--- src/rtl/forward_scoreboard.sv ---
// Forwarding and hazard unit for the EX stage.
// A DEPTH-slot shift register mirrors the post-EX pipeline registers. Each slot
// remembers which register the instruction in that pipeline register will
// write, and how many more shifts it needs before its result is valid.
// Each EX source operand takes the youngest matching slot if that slot is ready.
// If the youngest matching slot is not ready, the source is blocked and a hazard
// is raised. An older ready copy is never used, because it holds a stale value.
//
// Timing contract: every output except hazard_cnt is purely combinational
// from the current inputs and slot state. While hazard is high, the EX
// instruction is held: it is not entered into slot 0, a bubble goes in instead,
// and it is presented again next cycle. freeze stalls the whole tracker.
module forward_scoreboard #(
  parameter int W       = 32,
  parameter int RA_W    = 5,
  parameter int NUM_SRC = 2,
  parameter int DEPTH   = 3,
  parameter int LAT_W   = 2
) (
  input  logic                    clk,
  input  logic                    rst,
  input  logic                    ex_valid,
  input  logic                    ex_wr_en,
  input  logic [RA_W-1:0]         ex_wr_addr,
  input  logic [LAT_W-1:0]        ex_lat,
  input  logic [NUM_SRC-1:0]      ex_rd_en,
  input  logic [NUM_SRC*RA_W-1:0] ex_rd_addr,
  input  logic [NUM_SRC*W-1:0]    rf_val,
  input  logic [DEPTH*W-1:0]      slot_data,
  input  logic                    freeze,
  output logic [NUM_SRC*W-1:0]    fwd_val,
  output logic [NUM_SRC-1:0]      fwd_hit,
  output logic                    hazard,
  output logic [31:0]             hazard_cnt
);

  localparam int MAX_LAT = DEPTH - 1;

  logic [DEPTH-1:0] e_valid;
  logic [RA_W-1:0]  e_addr [DEPTH];
  logic [LAT_W-1:0] e_cnt  [DEPTH];

  logic [LAT_W-1:0]   lat_clip;
  logic [NUM_SRC-1:0] blocked;

  // Clip the latency so that every entry is ready by the last slot.
  always_comb begin
    lat_clip = ex_lat;
    if (int'(ex_lat) > MAX_LAT) lat_clip = LAT_W'(MAX_LAT);
  end

  // Operand select. Slots are scanned from oldest to youngest, so the youngest
  // match is written last and overrides any older one.
  always_comb begin
    fwd_val = rf_val;
    fwd_hit = '0;
    blocked = '0;
    for (int i = 0; i < NUM_SRC; i++) begin
      for (int k = DEPTH - 1; k >= 0; k--) begin
        if (ex_rd_en[i] && (ex_rd_addr[i*RA_W +: RA_W] != '0) && e_valid[k] &&
            (e_addr[k] == ex_rd_addr[i*RA_W +: RA_W])) begin
          if (e_cnt[k] == '0) begin
            fwd_hit[i]          = 1'b1;
            blocked[i]          = 1'b0;
            fwd_val[i*W +: W]   = slot_data[k*W +: W];
          end else begin
            fwd_hit[i]          = 1'b0;
            blocked[i]          = 1'b1;
            fwd_val[i*W +: W]   = rf_val[i*W +: W];
          end
        end
      end
    end
  end

  // Stall request. This is suppressed while the whole pipeline is frozen.
  always_comb begin
    hazard = ex_valid & (|blocked) & ~freeze;
  end

  // Slot shift register. Entries age by one slot per unfrozen edge, and slot 0
  // takes either the EX write or a bubble.
  always_ff @(posedge clk or posedge rst) begin
    if (rst) begin
      e_valid <= '0;
      for (int k = 0; k < DEPTH; k++) begin
        e_addr[k] <= '0;
        e_cnt[k]  <= '0;
      end
    end else if (!freeze) begin
      for (int k = 1; k < DEPTH; k++) begin
        e_valid[k] <= e_valid[k-1];
        e_addr[k]  <= e_addr[k-1];
        e_cnt[k]   <= (e_cnt[k-1] == '0) ? '0 : e_cnt[k-1] - LAT_W'(1);
      end
      if (hazard) begin
        e_valid[0] <= 1'b0;
        e_addr[0]  <= '0;
        e_cnt[0]   <= '0;
      end else begin
        e_valid[0] <= ex_valid & ex_wr_en & (ex_wr_addr != '0);
        e_addr[0]  <= ex_wr_addr;
        e_cnt[0]   <= lat_clip;
      end
    end
  end

  // Saturating count of stall cycles.
  always_ff @(posedge clk or posedge rst) begin
    if (rst) begin
      hazard_cnt <= '0;
    end else if (hazard && (hazard_cnt != 32'hFFFF_FFFF)) begin
      hazard_cnt <= hazard_cnt + 32'd1;
    end
  end

endmodule

--- config.mk ---
export PLATFORM = sky130hd
export DESIGN_NAME = forward_scoreboard
export DESIGN_NICKNAME = d
export VERILOG_FILES = /design/src/rtl/forward_scoreboard.sv
export SDC_FILE = /design/constraint.sdc
export NUM_CORES = 1
export LEC_CHECK = 0
export BUFFER_PORTS_ARGS = -buffer_cell sky130_fd_sc_hd__buf_4
export CORE_AREA = 2 2 110 112
export DETAILED_ROUTE_END_ITERATION = 10
export DIE_AREA = 0 0 112 114
export GPL_TIMING_DRIVEN = 0
export PLACE_DENSITY = 0.78
export SETUP_SLACK_MARGIN = 0.15
export SLEW_MARGIN = 20
export SYNTH_ARGS = -nofsm -noshare
export SYNTH_HDL_FRONTEND = slang
export SYNTH_SLANG_ARGS = --single-unit
--- constraint.sdc ---
create_clock -name clk -period 5.4 [get_ports clk]
set_input_delay 0.54 -clock clk [delete_from_list [all_inputs] [get_ports clk]]
set_output_delay 0.54 -clock clk [all_outputs]
set_load 0.02 [all_outputs]
* Word-level counts from Yosys, hierarchy flattened
Cells that the tools add are included.
** Storage, ports and cells
- Input port bits :: 184
- Output and inout bits :: 99
- Register bits :: 56
- Logic and storage cells :: 82
** Cells by class
- Order comparisons :: 1
- Muxes and demuxes :: 36
- Eq/ne operators :: 7
- Reductions and logical operators :: 22
- Add/sub/neg operators :: 3
- Bitwise gates (word level) :: 5
** Operator list (count)
- $mux 32 :: 12
- $add 32x1->32 const B :: 1
- $ne 32x32->1 const B :: 1
- $eq 5x5->1 :: 6
- $mux 1 :: 19
- $logic_and 1x1->1 :: 15
- $reduce_bool 5->1 :: 3
- $mux 2 :: 4
- $logic_not 2->1 :: 3
- $mux 5 :: 1
- $and 1x1->1 :: 4
- $sub 2x1->2 const B :: 2
- $gt 2x2->1 const B :: 1
- $reduce_or 2->1 :: 1
- $not 1->1 :: 1

* Longest topological paths before layout
- Word-level depth :: 11
- Gate-level depth with buffers :: 11
- Gate-level depth less buffers :: 9

* Worst setup path before layout
OpenSTA, ideal clock, no wires.
- Kind :: in2out
- From :: input ex_rd_addr[6]
- To :: output fwd_val[34]
- Setup slack :: 2.228 ns
- Data arrival time :: 2.632 ns
- Required time :: 4.860 ns
- Path buffers :: 2
- Stages on the path :: 9
- Cell sequence :: or4_1 nor2_1 and4b_4 or4_4 buf_6 nand2_4 buf_6 o21ai_1 mux2i_1
** Between the ends
- Word-level cells in the longest chain between the ends :: 7
- Elaborated cells between the ends (all ways) :: 14
** Ends and longest elaborated chain
- from (decl) :: RTL line 27 : input logic [NUM_SRC*RA_W-1:0] ex_rd_addr,
- $reduce_bool 5->1 :: RTL line 60 : if (ex_rd_en[i] && (ex_rd_addr[i*RA_W +: RA_W] != '0) && e_valid[k] &&
- $logic_and 1x1->1 (3 in a row) :: RTL line 60
- $mux 32 (2 in a row) :: RTL line 60
- $mux 32 (*) :: RTL line 60
- to (decl) :: RTL line 31 : output logic [NUM_SRC*W-1:0] fwd_val,
Mark *: on every way between the ends. The rest lies on a longest branch, timed or not.

* Worst setup path in the final report
- From :: input ex_rd_addr[1]
- To :: output fwd_val[4]
Same word-level chain as after synthesis.

==> results.cfg <==
[status]
status = finished, final reports clean

[cts]
numCtsBuffers = 5
cts.clk_slew.worst_paths_ns = 0.07
cts.path.max_buffers = 2
htree_levels = 2
clk_latency_ns = 0.30
cts_root_buf = clkbuf_16
post_cts_buffers = 0
cts_sinks = 56
hold_buffers = 0
cts_tree = yes
cts_resized = 0

[synthesis]
yosys-mux-area-fraction_pct = 8.51
synth_xor_area_share_pct = 9.99
synth-simple-area-share_pct = 16.1
ys_warn_count = 0
synth_edf_count = 0
async_flop_share_pct = 100
synth-seq-cells = 56
syn_inst = 616
netlist_top_cells_area = dfrtp_1 (26%), o22a_1 (10%), xnor2_1 (8.5%)
yosysSeqAreaShare_pct = 26.2
synth_largest_area_cell = dfrtp_1
synth_nets = 801
synth_top_area_share_pct = 26.2
synth_compound_area_share_pct = 32.8
synth_fa_ha_area_share_pct = 0.234
syn_area_per_cell_um2 = 8.68
synth_top_family_by_area = compound AO/OA/AOI/OAI gates
synth-main-ff-cell = dfrtp_1
syn-cell-area_um2 = 5350
ys_types = 43

[power]
clock_power_share_pct = 25.8
peakVddDrop_mv = 0.179
seq_power_share_pct = 36.3
netSwitchingFraction_pct = 33.7
internal-power_w = 0.000865
leakage_nw = 3.38
combPwrFrac_pct = 37.9
p_total_w = 0.00130
p_sw_w = 0.000439
powerDensity_nw_per_um2 = 167

[setup_path]
rrSetupSlack_ns = 2.58
crit_type = primary input to primary output
worstReg2RegStart = hazard_cnt[6]$_DFFE_PP0P_
worstPathMaxFanout = 10
cp-end-kind = primary output
cp-start-kind = primary input
crit_path_start = ex_rd_addr[1]
crit_required_ns = 4.86
rr_endpoint = hazard_cnt[25]$_DFFE_PP0P_
rr_worst_depth = 10
cp.arrival_ns = 3.31

[route]
dr.pass1.iters = 7
vias = 6386
post_drt_wl_per_cell_um = 21.7
via_per_inst = 6.07
drc_errors = 0
drt_iter0_drc = 718
drt-total-wl_um = 22800
ant_nets = 0

[place]
portBuffers = 280
dp_hpwl_um = 18000
place_congestion = 0.964
post_dp_cell_area_um2 = 7650

[finish]
finish.utilization_pct = 66.7
drive_gt1_share_pct = 40.0
antenna_cells = 0
nets = 1089
final_area_um2 = 7810
syn_to_final_growth_pct = 45.9

[floorplan]
num_io_pins = 283
die-area_um2 = 12800
start_util_pct = 45.7
dieHeight_um = 114
num_rows = 40
die_w_um = 112
core_um2 = 11700

[timing]
setup_viol = 0
fin_skew_ns = 0.00729
fin_crit_sh_pct = 71.3
max_slew_margin_pct = 42.8
worst_slew_pin_slew_ns = 0.858
hold_violations = 0
max_freq_mhz = 260
fin_tns_setup_ns = 0
fin_crit_ns = 3.85
maxSlewViolCount = 0
rsz0062_at_grt = false

[worst_hold_path]
hp-class = primary input to asynchronous set/reset pin

[global_routing]
grtUsageTotal_pct = 34.1
antenna_found_initial = 0
grt_pass1_vias = 6363
grt_pass1_wl_um = 35000
grt-ovfl-total = 0
grt_max_degree = 31

[run]
drv_cap = 0
per-layer routing:
metal	vias up	global-route usage, %	wire length (um)
met5	-	0	0
met4	0	10.9	773
met3	67	5.10	1660
met2	350	58.7	11200
met1	3066	44.6	9140
li1	2903	-	-
Yosys cell counts, types with 13 or more instances:
| cell type | instances |
|---|---|
| xnor2_1 | 52 |
| nand3_1 | 14 |
| mux2i_1 | 32 |
| and2_1 | 43 |
| o21ai_1 | 61 |
| nand4_1 | 22 |
| dfrtp_1 | 56 |
| o22a_1 | 64 |
| clkbuf_1 | 29 |
| buf_6 | 13 |
| a21oi_1 | 65 |
| nand2_1 | 22 |
| o211ai_2 | 29 |
cells by family after synthesis:
family	Yosys count
AND/OR/NAND/NOR	147
adder cells (fa/ha/maj)	1
XOR/XNOR	61
multiplexers	44
flip-flops	56
AO/OA/AOI/OAI	247
buffers and inverters	60
placed cells by master, fill, tap and decap left out, types with 2 or more instances in the layout:
cell type,netlist,layout
inv_1,9,8
mux2_2,12,12
xnor2_1,52,52
buf_6,13,13
o22ai_1,2,2
clkbuf_1,29,29
clkbuf_16,0,5
or4_1,7,7
buf_2,4,4
mux2i_1,32,32
o22a_1,64,64
and4_1,4,4
inv_6,0,2
o211ai_1,3,3
buf_1,4,4
nand4_1,22,22
a21oi_1,65,65
nand3_1,14,14
and2_1,43,43
or2_2,2,2
nor2_1,11,11
o211ai_2,29,29
nor3_1,3,3
o21ai_1,61,61
a31o_2,6,6
nor4_1,5,5
xor2_1,9,9
dfrtp_1,56,56
nand2_1,22,22
and3_1,8,8
a31oi_1,2,2
nand2_4,2,2
buf_4,1,281
o21ai_0,9,9
power by group through the flow:
stage	registers (W)	clock network, W	logic, W
5_1_grt	0.000476	0.000357	0.000531
3_3_place_gp	0.000479	0	0.000477
2_1_floorplan	0.000475	0	0.000249
6_report	0.000473	0.000336	0.000495
4_1_cts	0.000472	0.000343	0.000491
3_5_place_dp	0.000481	0	0.000488
final cells by class:
class,instances,area [um^2]
fillers,968,3910
well taps,147,184
repair buffers,281,2120
multi-input cells,500,3620
clock inverters,3,26.3
plain buffers,51,298
clock buffers,5,125
inverters,9,33.8
flip-flops and latches,56,1400
stage by stage:
step | hold slack [ns] | instances | setup WS [ns]
6_report | 0.307 | 1052 | 1.55
3_5_place_dp | 0.481 | 1044 | 1.59
5_1_grt | 0.357 | 1052 | 1.38
3_3_place_gp | 0.465 | 1043 | 1.61
2_1_floorplan | 0.451 | 616 | 2.23
4_1_cts | 0.319 | 1052 | 1.58
sequential cells by signal (all words and copies together), names as in the netlist:
name	count
e_valid	3
hazard_cnt	32
e_cnt	6
e_addr	15
worst max-delay path: stages:
cell	delay, ns
buf_4	0.14
or4_1	0.53
o21ai_2	0.25
or4_1	0.21
clkbuf_1	0.43
buf_1	0.66
o211ai_2	0.16
o21ai_1	0.20
buf_4	0.20
how the worst max path moves through the flow:
| stage | to | slack, ns | cells after the start |
|---|---|---|---|
| after detailed placement | fwd_val[4] | 1.59 | 9 |
| after global placement | fwd_val[4] | 1.61 | 9 |
| after global routing | fwd_val[4] | 1.38 | 9 |
| after CTS | fwd_val[4] | 1.58 | 9 |
| after floorplan | fwd_val[34] | 2.23 | 9 |
| final | fwd_val[4] | 1.55 | 9 |
(Power assumes the default switching activity.)
